[config.mk]
export PLATFORM = sky130hd
export DESIGN_NAME = conv_arbiter_flat
export DESIGN_NICKNAME = d
export VERILOG_FILES = /design/src/rtl/conv_arbiter_if.sv /design/src/rtl/conv_arbiter.sv /design/src/flat_wrapper.sv
export SDC_FILE = /design/constraint.sdc
export NUM_CORES = 1
export LEC_CHECK = 0
export BUFFER_PORTS_ARGS = -buffer_cell sky130_fd_sc_hd__buf_2
export CAP_MARGIN = 20
export CORE_AREA = 2 2 682 684
export CTS_CLUSTER_DIAMETER = 50
export DETAILED_ROUTE_END_ITERATION = 6
export DIE_AREA = 0 0 684 686
export PLACE_DENSITY_LB_ADDON = 0.12
export RECOVER_POWER = 50
export SYNTH_ARGS = -nofsm -noshare
export SYNTH_HDL_FRONTEND = slang
export SYNTH_SLANG_ARGS = --single-unit
export TNS_END_PERCENT = 5
[constraint.sdc]
create_clock -name clk -period 2.3 [get_ports clk]
set_input_delay 0.115 -clock clk [delete_from_list [all_inputs] [get_ports clk]]
set_output_delay 0.115 -clock clk [all_outputs]
set_load 0.05 [all_outputs]
[src/rtl/conv_arbiter_if.sv]
// Conv datatypes plus the requester/ConvUnit bundle used by conv_arbiter.
// Latency: none (wires only).
// Backpressure: carries valid/ready pairs for requests, responses and the ConvUnit link.
// Ports (slave = arbiter view):
//   req_valid/req_ready/req_data/req_kernel   per-requester job handshake
//   rsp_valid/rsp_ready/rsp_result            per-requester result handshake, shared result bus
//   conv_in_*/conv_kernel/conv_result/conv_out_*  link to the shared ConvUnit
package Conv;
    localparam int LEN    = 4;
    localparam int DATA_W = 64;
    typedef logic [DATA_W-1:0] data_t;
    typedef data_t [LEN-1:0]   data_vector;
    typedef logic [63:0]       result_t;
endpackage

interface conv_arbiter_if #(
    parameter int NUM_REQ = 4
);
    logic [NUM_REQ-1:0]              req_valid;
    logic [NUM_REQ-1:0]              req_ready;
    Conv::data_t [NUM_REQ-1:0]       req_data;
    Conv::data_vector [NUM_REQ-1:0]  req_kernel;

    logic [NUM_REQ-1:0]              rsp_valid;
    logic [NUM_REQ-1:0]              rsp_ready;
    Conv::result_t                   rsp_result;

    Conv::data_t                     conv_in_data;
    Conv::data_vector                conv_kernel;
    logic                            conv_in_valid;
    logic                            conv_in_ready;
    Conv::result_t                   conv_result;
    logic                            conv_out_valid;
    logic                            conv_out_ready;

    modport slave (
        input  req_valid, req_data, req_kernel, rsp_ready,
        input  conv_in_ready, conv_result, conv_out_valid,
        output req_ready, rsp_valid, rsp_result,
        output conv_in_data, conv_kernel, conv_in_valid, conv_out_ready
    );

    modport master (
        output req_valid, req_data, req_kernel, rsp_ready,
        output conv_in_ready, conv_result, conv_out_valid,
        input  req_ready, rsp_valid, rsp_result,
        input  conv_in_data, conv_kernel, conv_in_valid, conv_out_ready
    );
endinterface

[src/rtl/conv_arbiter.sv]
// Round-robin share of one in-order ConvUnit between NUM_REQ requesters; result routing via a tag FIFO.
// Latency: request handshake -> conv_in_valid 1 cycle; results routed combinationally to the owner.
// Backpressure: no grant while MAX_OUT jobs are in flight; a stalled head owner stalls all later results.
// Ports: clk, rst (async active-low), bus (conv_arbiter_if.slave), outstanding (tag FIFO occupancy),
//        orphan_err (sticky: a result arrived with nothing in flight).
module conv_arbiter #(
    parameter  int NUM_REQ = 4,
    parameter  int MAX_OUT = 4,   // power of two, >= 2, so tag pointers wrap naturally
    localparam int ID_W    = $clog2(NUM_REQ),
    localparam int CNT_W   = $clog2(MAX_OUT) + 1
) (
    input  logic              clk,
    input  logic              rst,
    conv_arbiter_if.slave     bus,
    output logic [CNT_W-1:0]  outstanding,
    output logic              orphan_err
);
    localparam int AW = $clog2(MAX_OUT);

    typedef enum logic {IDLE, ISSUE} state_t;
    state_t state_q, state_d;

    logic [ID_W-1:0]  ptr_q;
    logic [ID_W-1:0]  pend_q;
    logic [ID_W-1:0]  grant;
    logic [ID_W-1:0]  cand;
    logic [ID_W-1:0]  head;
    logic             can_grant;
    logic             push;
    logic             pop;
    logic             fifo_empty;

    logic [ID_W-1:0]  tag_mem [MAX_OUT];
    logic [AW-1:0]    wr_ptr;
    logic [AW-1:0]    rd_ptr;
    logic [CNT_W-1:0] count_q;

    // Scan downward so the last hit is the nearest valid requester after ptr_q.
    always_comb begin
        grant = ptr_q;
        cand  = '0;
        for (int k = NUM_REQ; k >= 1; k--) begin
            cand = ID_W'((int'(ptr_q) + k) % NUM_REQ);
            if (bus.req_valid[cand]) begin
                grant = cand;
            end
        end
    end

    assign can_grant     = rst && (state_q == IDLE) && (|bus.req_valid)
                           && (count_q < CNT_W'(MAX_OUT));
    assign bus.req_ready = can_grant ? (NUM_REQ'(1) << grant) : '0;
    assign push          = (state_q == ISSUE) && bus.conv_in_ready;
    assign bus.conv_in_valid = (state_q == ISSUE);

    always_ff @(posedge clk or negedge rst) begin
        if (!rst) begin
            state_q <= IDLE;
        end else begin
            state_q <= state_d;
        end
    end

    always_comb begin
        state_d = state_q;
        case (state_q)
            IDLE:    if (can_grant)         state_d = ISSUE;
            ISSUE:   if (bus.conv_in_ready) state_d = IDLE;
            default:                        state_d = IDLE;
        endcase
    end

    // Job capture: operands are held stable for the whole ISSUE phase.
    always_ff @(posedge clk or negedge rst) begin
        if (!rst) begin
            ptr_q            <= ID_W'(NUM_REQ - 1);
            pend_q           <= '0;
            bus.conv_in_data <= '0;
            bus.conv_kernel  <= '0;
        end else if (can_grant) begin
            ptr_q            <= grant;
            pend_q           <= grant;
            bus.conv_in_data <= bus.req_data[grant];
            bus.conv_kernel  <= bus.req_kernel[grant];
        end
    end

    // Response routing: the oldest in-flight tag owns whatever ConvUnit presents.
    assign fifo_empty         = (count_q == '0);
    assign head               = tag_mem[rd_ptr];
    assign bus.rsp_result     = bus.conv_result;
    assign bus.rsp_valid      = (rst && !fifo_empty && bus.conv_out_valid)
                                ? (NUM_REQ'(1) << head) : '0;
    // With nothing in flight, accept (and drop) anything ConvUnit offers.
    assign bus.conv_out_ready = rst && (fifo_empty || bus.rsp_ready[head]);
    assign pop                = !fifo_empty && bus.conv_out_valid && bus.conv_out_ready;

    always_ff @(posedge clk) begin
        if (push) begin
            tag_mem[wr_ptr] <= pend_q;
        end
    end

    always_ff @(posedge clk or negedge rst) begin
        if (!rst) begin
            wr_ptr     <= '0;
            rd_ptr     <= '0;
            count_q    <= '0;
            orphan_err <= 1'b0;
        end else begin
            if (push) wr_ptr <= wr_ptr + AW'(1);
            if (pop)  rd_ptr <= rd_ptr + AW'(1);
            case ({push, pop})
                2'b10:   count_q <= count_q + CNT_W'(1);
                2'b01:   count_q <= count_q - CNT_W'(1);
                default: count_q <= count_q;
            endcase
            if (fifo_empty && bus.conv_out_valid) begin
                orphan_err <= 1'b1;
            end
        end
    end

    assign outstanding = count_q;
endmodule

[src/flat_wrapper.sv]
// flat-port wrapper written by rule: the top's interface ports become plain ports
module conv_arbiter_flat 
#(
    parameter  int NUM_REQ = 4,
    parameter  int MAX_OUT = 4,                                                        
    localparam int ID_W    = $clog2(NUM_REQ),
    localparam int CNT_W   = $clog2(MAX_OUT) + 1
)
  (clk, rst, outstanding, orphan_err, bus_req_valid, bus_req_data, bus_req_kernel, bus_rsp_ready, bus_conv_in_ready, bus_conv_result, bus_conv_out_valid, bus_req_ready, bus_rsp_valid, bus_rsp_result, bus_conv_in_data, bus_conv_kernel, bus_conv_in_valid, bus_conv_out_ready);
  conv_arbiter_if #(.NUM_REQ(NUM_REQ)) bus_i ();
  input  logic clk;
  input  logic rst;
  output logic [CNT_W-1:0] outstanding;
  output logic orphan_err;
  input wire logic [$bits(bus_i.req_valid)-1:0] bus_req_valid;
  input wire logic [$bits(bus_i.req_data)-1:0] bus_req_data;
  input wire logic [$bits(bus_i.req_kernel)-1:0] bus_req_kernel;
  input wire logic [$bits(bus_i.rsp_ready)-1:0] bus_rsp_ready;
  input wire logic [$bits(bus_i.conv_in_ready)-1:0] bus_conv_in_ready;
  input wire logic [$bits(bus_i.conv_result)-1:0] bus_conv_result;
  input wire logic [$bits(bus_i.conv_out_valid)-1:0] bus_conv_out_valid;
  output wire logic [$bits(bus_i.req_ready)-1:0] bus_req_ready;
  output wire logic [$bits(bus_i.rsp_valid)-1:0] bus_rsp_valid;
  output wire logic [$bits(bus_i.rsp_result)-1:0] bus_rsp_result;
  output wire logic [$bits(bus_i.conv_in_data)-1:0] bus_conv_in_data;
  output wire logic [$bits(bus_i.conv_kernel)-1:0] bus_conv_kernel;
  output wire logic [$bits(bus_i.conv_in_valid)-1:0] bus_conv_in_valid;
  output wire logic [$bits(bus_i.conv_out_ready)-1:0] bus_conv_out_ready;
  assign bus_i.req_valid = bus_req_valid;
  assign bus_i.req_data = bus_req_data;
  assign bus_i.req_kernel = bus_req_kernel;
  assign bus_i.rsp_ready = bus_rsp_ready;
  assign bus_i.conv_in_ready = bus_conv_in_ready;
  assign bus_i.conv_result = bus_conv_result;
  assign bus_i.conv_out_valid = bus_conv_out_valid;
  assign bus_req_ready = bus_i.req_ready;
  assign bus_rsp_valid = bus_i.rsp_valid;
  assign bus_rsp_result = bus_i.rsp_result;
  assign bus_conv_in_data = bus_i.conv_in_data;
  assign bus_conv_kernel = bus_i.conv_kernel;
  assign bus_conv_in_valid = bus_i.conv_in_valid;
  assign bus_conv_out_ready = bus_i.conv_out_ready;
  conv_arbiter #(.NUM_REQ(NUM_REQ), .MAX_OUT(MAX_OUT)) u_core (.clk(clk), .rst(rst), .bus(bus_i), .outstanding(outstanding), .orphan_err(orphan_err));
endmodule
Word level (Yosys, flattened, before mapping)
Memories as Yosys holds them, arrays and structs flattened.
Cells that the tools add are included.
{ "word_totals": {"ff_bits": 333, "ramBits": 8, "output_inout_bits": 398, "memories": 1, "in_bits": 1356, "wordCells": 74} }
{ "memory_table": {"columns": ["memory", "depth", "word_bits", "read_ports", "rd_ports_with_merged_regs", "write_ports", "line_no", "text"], "rows": [
  ["u_core.tag_mem", 4, 2, 1, 0, 1, "conv_arbiter.sv:33", "logic [ID_W-1:0] tag_mem [MAX_OUT];"]
]} }
{ "op_classes": {"n_eq_ne": 2, "magnitude_cmp": 7, "mux": 26, "bitwise_logic": 1, "reduce_logical": 15, "n_shift": 2, "add_sub_neg": 8} }
{ "ops": {"columns": ["cell", "count"], "rows": [
  ["$bmux W256 S2", 1],
  ["$mux W256", 1],
  ["$bmux W64 S2", 1],
  ["$mux W64", 1],
  ["$lt A2 B3 Y1 const B", 6],
  ["$bmux W1 S2", 5],
  ["$logic_and A1 B1 Y1", 10],
  ["$mux W1", 9],
  ["$add A2 B1 Y2 const B", 4],
  ["$mux W2", 4],
  ["$mux W4", 2],
  ["$shl A1 B2 Y4 const A", 2],
  ["$pmux W3 S2", 1],
  ["$add A2 B2 Y2 const B", 2],
  ["$reduce_or A4 Y1", 1],
  ["$add A3 B1 Y3 const B", 1],
  ["$logic_not A3 Y1", 1],
  ["$lt A3 B3 Y1 const B", 1],
  ["$sub A3 B1 Y3 const B", 1],
  ["$eq A2 B1 Y1 const B", 1],
  ["$eq A2 B2 Y1 const B", 1],
  ["$pmux W1 S2", 1],
  ["$reduce_bool A2 Y1", 1],
  ["$logic_not A1 Y1", 1],
  ["other kinds (2)", 2]
]} }

Longest topological paths before layout
Gate-level depths: netlist (run 1).
{ "logic_depth": {"word_depth": 9, "ltp_mapped": 9, "mapped_depth_nobuf": 9} }

Worst setup path before layout (run 1)
No wires, ideal clock.
{ "synth_path": {"path_type": "reg2out", "startpoint": "register u_core.state_q (netlist: u_core.bus.conv_in_valid)", "endpoint": "output port bus_req_ready[0]", "path_stages_with_launch": 8, "slack_ps": -283, "arrival_ps": 2468, "n_path_buf": 3, "t_required_ps": 2185, "path_cell_list": "dfrtp_1 -> nor2_1 -> o311ai_4 -> or3_1 -> buf_2 -> buf_2 -> buf_2 -> nor2_1"} }
{ "synth_between": {"elab_chain_len": 5} }
{ "synth_lines": {"columns": ["element", "line_no", "text"], "rows": [
  ["start: declaration", "conv_arbiter.sv:21", "state_t state_q, state_d;"],
  ["start signal: assignment", "conv_arbiter.sv:60", "state_q <= state_d;"],
  ["$not A1 Y1", "conv_arbiter.sv:50", "assign can_grant = rst && (state_q == IDLE) && (|bus.req_valid)"],
  ["$logic_and A1 B1 Y1 (2 in a row)", "conv_arbiter.sv:50", null],
  ["$logic_and A1 B1 Y1", "conv_arbiter.sv:51", "&& (count_q < CNT_W'(MAX_OUT));"],
  ["$mux W4", "conv_arbiter.sv:52", "assign bus.req_ready = can_grant ? (NUM_REQ'(1) << grant) : '0;"],
  ["end: declaration", "flat_wrapper.sv:22", "output wire logic [$bits(bus_i.req_ready)-1:0] bus_req_ready;"]
]} }
Every way passes these cells.

Final worst setup path (run 1)
{ "layout_path": {"startpoint": "register u_core.ptr_q[0]", "endpoint": "output port bus_req_ready[0]"} }
{ "layout_between": {"elab_chain_len": 9, "word_cells_on_any_way": 18, "classes_between": "add/sub: 4; shift: 1; mux: 13"} }
{ "layout_lines": {"columns": ["element", "line_no", "text"], "rows": [
  ["start: declaration", "conv_arbiter.sv:23", "logic [ID_W-1:0] ptr_q;"],
  ["start signal: assignment", "conv_arbiter.sv:76", "ptr_q <= ID_W'(NUM_REQ - 1);"],
  ["start signal: assignment", "conv_arbiter.sv:81", "ptr_q <= grant;"],
  ["$add A2 B1 Y2", "conv_arbiter.sv:43", "cand = ID_W'((int'(ptr_q) + k) % NUM_REQ);"],
  ["$bmux W1 S2", "conv_arbiter.sv:44", "if (bus.req_valid[cand]) begin"],
  ["$mux W1 (implied by the code)", "conv_arbiter.sv:44", null],
  ["$mux W2 (3 in a row)", "conv_arbiter.sv:44", null],
  ["$mux W2 *", "conv_arbiter.sv:44", null],
  ["$shl A1 B2 Y4 *", "conv_arbiter.sv:52", null],
  ["$mux W4 *", "conv_arbiter.sv:52", null]
]} }
Mark *: on every way between the ends. The rest lies on a longest branch, timed or not. The select of a mux whose other input is x is not followed.

==> reports/metrics.yaml, run 1 <==
placed_area_sq_um: 41220
cts_sinks: 341
yosysWarnings: 0
cts_htree_levels: 3
tritoncts: "built"
rsz0062_at_grt: "true"
maxCapViolations: 0
hold_path_startpoint: "bus_req_kernel[122]"
grt_pass1_vias: 38520
drive_above_1_share: 0.4043
syn2layout_area_growth_pct: 159.2
setup_slack_ns: -0.4407
die_width_microns: 684
initialDrtViolationCount: 2222
synth_edf_count: 8
power_switching_mw: 35.46
synth_top_family_by_area: "compound AO/OA/AOI/OAI gates"
p_per_area_nw_per_um2: 1161
worstPathMaxFanout: 5
avgSynthCellArea_sq_um: 8.676
syn_area_sq_um: 23310
grt_pass1_wl_microns: 392100
start_util: 0.05046
p_int_mw: 34.68
cts_buffers: 115
fin_area_sq_um: 60440
ys.flop_type: "dfrtp_1"
fp-row-count: 250
required_ns: 2.18
clockBufferDepth: 4
hold_viol_final: 0
synth.distinct_cells: 39
clock_latency_ns: 0.82
slew_headroom: 0.1444
failed_checks: "negative setup slack"
grt_usage: 0.1259
vias: 35980
place_congestion: 0.8973
ant_nets: 0
hp-class: "in2reg"
synth_nets: 4049
arrival_ns: 2.63
worstSetupStartpoint: "u_core.ptr_q[0]"
synth-simple-area-share: 0.1270
clock_skew_ns: 0.05044
irDropWorstVdd_uv: 655.9
path_class: "reg2out"
core_sq_um: 462000
finalCritPeriodShare: 1.192
synth_xor_area_frac: 0.002254
setup_violations: 294
port_buffers: 1625
grt_max_degree: 101
die_height_microns: 686
clk_pin_slew_ns: 0.04
worstMarginPinSlew_ns: 1.283
nFillCells: 53370
async_flop_share: 0.9765
swShare: 0.5056
cts-root-buf: "clkbuf_16"
dieArea_sq_um: 469200
end_kind: "output pin"
synthMuxAreaShare: 0.1420
cp-start-kind: "flip-flop"
p_leak_nw: 25.99
synth_compound_area_frac: 0.2816
ys_ff_latch: 341
pwr-share-clk: 0.228
slew_viol_final: 0
postSynthCellCount: 2687
fin_setup_tns_ns: -60.28
seq_power_share: 0.154
fmax_mhz: 364.9
pwr-share-comb: 0.618
rr_startpoint: "u_core.ptr_q[1]"
drc_errors: 0
ys_seq_area_frac: 0.3678
grt_antenna_before_repair: 174
min_period_ns: 2.741
nets: 7172
fin_hold_ws_ns: 0.1276
status: "finished with violations"
totalWireLength_microns: 310400
wl_per_cell_microns: 25.62
synth_adder_area_share: 0.003542
drt-pass1-iter-count: 5
io_pins: 1754
viasPerCell: 2.970
dp_hpwl_microns: 259600
grt_overflow: 0
[repair_timing]
action / 4_1_cts / 5_1_grt
setup endpoints to repair: 287 / 329
hold buffers: 1299 / 0
cloned: 1 / 9
setup buffers: 27 / 25
resized for setup: 228 / 164
pin swaps: 18 / 14
endpoints found under the hold margin: 640 / 0
[Yosys cell counts, drive strengths merged, types with 2 or more instances]
cell	instances	area (sq um)
xnor2	3	26.28
nor2	13	56.30
edfxtp	8	240.2
o21a	2	15.01
a21oi	3	18.77
o22ai	3	25.02
mux2i	325	3253
dfstp	2	52.55
xor2	3	26.28
a21o	322	2417
o21ai	322	1615
nor2b	2	12.51
buf	173	1080
inv	9	33.78
nand2b	4	25.02
o211ai	320	2402
dfrtp	331	8283
o311a	2	20.02
nand2	326	1224
mux4	2	45.04
nand3	320	1602
and3	4	25.02
clkbuf	174	653.1
ha	5	62.56
[critical path: stages (launching register included)]
cell and delay (ns):
dfstp_2 0.64, o32ai_4 0.12, or3_4 0.43, buf_16 0.17, buf_6 0.14, nor2_4 0.11, buf_8 0.15
[cells by family after synthesis]
kind of cell,count (synthesis)
compound gates,978
mux,328
simple gates,672
flops,341
xor+xnor,6
buf+inv,356
fa+ha+maj,6
[power groups by stage]
| stage | combinational [mW] | sequential, mW | clock (mW) |
|---|---|---|---|
| 6_report | 43.3 | 10.8 | 16.0 |
| 5_1_grt | 45.6 | 11.1 | 16.8 |
| 4_1_cts | 42.4 | 10.8 | 16.6 |
| 3_5_place_dp | 38.2 | 10.8 | 0 |
| 3_3_place_gp | 38.3 | 10.9 | 0 |
| 2_1_floorplan | 12.1 | 19.6 | 0 |
[layer usage]
layer | part of all wire | vias up | GRT usage
met1 | 0.41 | 17600 | 0.1546
met2 | 0.48 | 1702 | 0.2153
li1 | - | 16170 | -
met5 | 0.0017 | - | 0.003265
met3 | 0.075 | 454 | 0.03563
met4 | 0.030 | 52 | 0.03050
[layout by cell type, fill, tap and decap left out, drive strengths merged, types with 2 or more instances in the layout]
| cell type | synthesis | final |
|---|---|---|
| a21oi | 3 | 3 |
| xor2 | 3 | 3 |
| clkinv | 0 | 23 |
| mux4 | 2 | 2 |
| a21o | 322 | 322 |
| edfxtp | 8 | 8 |
| xnor2 | 3 | 3 |
| and3 | 4 | 4 |
| o211ai | 320 | 320 |
| nor2b | 2 | 2 |
| o22ai | 3 | 3 |
| o21a | 2 | 2 |
| clkbuf | 174 | 174 |
| nor2 | 13 | 13 |
| dfrtp | 331 | 331 |
| nand2 | 326 | 326 |
| dfstp | 2 | 2 |
| o21ai | 322 | 322 |
| dlygate4sd3 | 0 | 1298 |
| bufinv | 0 | 10 |
| buf | 173 | 2038 |
| nand2b | 4 | 4 |
| diode | 0 | 49 |
| inv | 9 | 11 |
| clkinvlp | 0 | 6 |
| ha | 5 | 5 |
| nand3 | 320 | 320 |
| o311a | 2 | 2 |
| mux2i | 325 | 325 |
[cell type report]
cell class              instances  area [sq um]  share of cell area
diodes                         49         122.6            0.002029
well taps                    6174          7725              0.1278
clock buffers                 158          3259             0.05393
repair buffers               3353         26210              0.4337
multi-input cells            1990         13990              0.2314
inverters                       9         33.78           0.0005590
clock inverters                41         523.0            0.008654
flip-flops and latches        341          8577              0.1419
[path summary, 6_finish.rpt]
path	to	slack [ns]	cells after the start
hold / removal	u_core.bus.conv_kernel[122]	0.13	4
min in group asynchronous	u_core.outstanding[2]	0.18	4
setup reg to reg	u_core.bus.conv_kernel[53]	-0.42	13
max in group asynchronous	u_core.wr_ptr[1]	0.10	7
hold reg to reg	u_core.orphan_err	0.46	1
setup / recovery	bus_req_ready[0]	-0.44	6
[registers in the layout (all words and copies together) (netlist names)]
name	count
u_core.ptr_q	2
u_core.tag_mem	8
u_core.bus.conv_kernel	256
u_core.bus.conv_in_valid	1
u_core.bus.conv_in_data	64
u_core.outstanding	3
u_core.wr_ptr	2
u_core.orphan_err	1
u_core.pend_q	2
u_core.rd_ptr	2
[metrics by stage]
stage | cells | setup WS (ns) | power [mW] | utilization
after floorplan | 2687 | -0.1419 | 31.74 | -
after global placement | 10510 | -0.7978 | 49.13 | 0.08922
after detailed placement | 10510 | -0.7842 | 49.08 | 0.08922
after CTS | 12030 | -0.5520 | 69.81 | 0.1282
after global routing | 12090 | -0.5643 | 73.62 | 0.1307
final | 12120 | -0.4407 | 70.14 | 0.1308
(Power assumes the default switching activity.)
==> inputs of run 2 (changes only) <==
SKIP_LAST_GASP = 1   (was not set)
==> reports/metrics.yaml, run 2 (synthesized netlist as in run 1, its figures left out) <==
start_util: 0.05046  # unchanged
die_width_microns: 684  # unchanged
p_int_mw: 33.21  # -4.2%
power_switching_mw: 34.72  # -2.1%
fmax_mhz: 360.6  # -1.2%
setup_violations: 305  # +3.7%
viasPerCell: 2.954  # -0.53%
ant_nets: 0  # unchanged
rsz0062_at_grt: "true"
fp-row-count: 250  # unchanged
reg_top3: "u_core.bus.conv_kernel: 256 flops, u_core.bus.conv_in_data: 64 flops, u_core.tag_mem: 8 flops"
dp_hpwl_microns: 259600  # unchanged
setup_slack_ns: -0.4730  # -0.03234 ns
grt_pass1_wl_microns: 391700  # -0.12%
pwr-share-comb: 0.606  # -0.012
grt_antenna_before_repair: 175  # +0.57%
final_cell_mix: "buf_2 (1618), dlygate4sd3_1 (1298), dfrtp_1 (330)"
maxCapViolations: 0  # unchanged
arrival_ns: 3.49  # +0.86 ns
pre_cts_ws_ns: -0.7842  # unchanged
failed_checks: "negative setup slack"
cts_sinks: 341  # unchanged
grt_usage: 0.1258  # about the same
slew_viol_final: 0  # unchanged
hp-class: "in2reg"
swShare: 0.5111  # +0.005478
vias: 35720  # -0.71%
p_per_area_nw_per_um2: 1150  # -0.87%
slew_headroom: 0.1388  # -0.005544
pwr-share-clk: 0.236  # +0.008
dieArea_sq_um: 469200  # unchanged
drive_above_1_share: 0.3836  # -0.02065
required_ns: 3.02  # +0.84 ns
core_sq_um: 462000  # unchanged
finalPower_mw: 67.93  # -3.2%
port_buffers: 1625  # unchanged
clock_skew_ns: 0.04936  # -0.001079 ns
largest_register: "u_core.bus.conv_kernel"
die_height_microns: 686  # unchanged
path_class: "reg2reg"
nets: 7145  # -0.38%
tritoncts: "built"
irDropWorstVdd_uv: 667.1  # +1.7%
grt_pass1_vias: 38400  # -0.32%
grt_max_degree: 101  # unchanged
initialDrtViolationCount: 2127  # -4.3%
status: "finished with violations"
clk_pin_slew_ns: 0.04  # about the same
clockBufferDepth: 4  # unchanged
cts_htree_levels: 3  # unchanged
syn2layout_area_growth_pct: 153.3
cts-root-buf: "clkbuf_16"
drt-pass1-iter-count: 5  # unchanged
wl_per_cell_microns: 25.43  # -0.77%
drc_errors: 0  # unchanged
finalCritPeriodShare: 1.206  # +0.01406
grt_overflow: 0  # unchanged
seq_power_share: 0.159  # +0.005
worstMarginPinSlew_ns: 1.292  # +0.008316 ns
end_kind: "flip-flop"
place_congestion: 0.8973  # unchanged
worstPathMaxFanout: 16  # +11
hold_viol_final: 0  # unchanged
ff2ff_setup_slack_ns: -0.47  # -0.05 ns
cp-start-kind: "flip-flop"
p_leak_nw: 25.67  # -1.2%
io_pins: 1754  # unchanged
cts_buffers: 115  # unchanged
min_period_ns: 2.773  # +0.03234 ns
totalWireLength_microns: 307500  # -0.95%
final_common_cell: "buf_2"
largest_reg_flops: 256  # unchanged
clock_latency_ns: 0.82  # about the same
[run 2: cell count changes in the layout (fill, tap and decap cells not counted), sizes merged]
cell / change
buf: -22
clkbuf: -5
diode: +5
[run 2: what timing repair did]
action	in CTS	in global routing
hold buffers	1299	0
pin swaps	11	6
hold endpoints to repair	640	0
buffers inserted	27	5
cloned	1	2
resized for setup	77	49
setup endpoints to repair	287	331
[run 2: final cells by class]
cell class / count / area, sq um
inverters: 9 / 33.78
clock inverters: 41 / 523.0
diodes: 54 / 135.1
clock buffers: 158 / 3259
repair buffers: 3326 / 25440
flip-flops and latches: 341 / 8577
well taps: 6174 / 7725
multi-input cells: 1990 / 13360
fillers: 53450 / 403000
[run 2: layer usage]
| metal | track usage | up-vias | wire (microns) |
|---|---|---|---|
| li1 | - | 16110 | - |
| met1 | 0.1544 | 17490 | 127200 |
| met2 | 0.2150 | 1647 | 146600 |
| met3 | 0.03595 | 427 | 24260 |
| met4 | 0.03063 | 48 | 8851 |
| met5 | 0.003265 | - | 493 |
[run 2: critical path: stages, from the launching register on]
cell and delay (ns):
dfstp_2 0.57, mux2i_1 0.24, buf_4 0.16, o22ai_4 0.08, nor2_4 0.18, buf_12 0.17
buf_12 0.12, buf_4 0.11, buf_12 0.18, mux2i_2 0.43, buf_4 0.25, o211ai_1 0.10
[run 2: per-stage QoR]
step	area [sq um]	TNS, ns	utilization	std cells	hold slack, ns
3_5_place_dp	41220	-44.74	0.08922	10510	0.1711
5_1_grt	58970	-110.92	0.1276	12060	0.04328
2_1_floorplan	23330	-0.3923	-	2687	-0.1806
4_1_cts	58650	-90.96	0.1269	12030	0.001957
3_3_place_gp	41220	-42.27	0.08922	10510	0.1732
6_report	59050	-68.66	0.1278	12090	0.1021
[run 2: worst paths after layout]
path | start | end | cells after the start
setup / recovery | u_core.ptr_q[1] | u_core.bus.conv_kernel[113] | 11
min in group asynchronous | rst | u_core.outstanding[2] | 4
hold / removal | rst | u_core.rd_ptr[0] | 6
setup reg to reg | u_core.ptr_q[1] | u_core.bus.conv_kernel[113] | 11
max in group asynchronous | rst | u_core.wr_ptr[1] | 7
hold reg to reg | u_core.orphan_err | u_core.orphan_err | 1
[run 2: power groups by stage]
stage | Clock (mW) | Sequential [mW] | Combinational (mW)
after floorplan | 0 | 19.6 | 12.1
after global placement | 0 | 10.9 | 38.3
after detailed placement | 0 | 10.8 | 38.2
after CTS | 16.6 | 10.8 | 41.6
after global routing | 16.8 | 11.1 | 43.4
final | 16.0 | 10.8 | 41.1
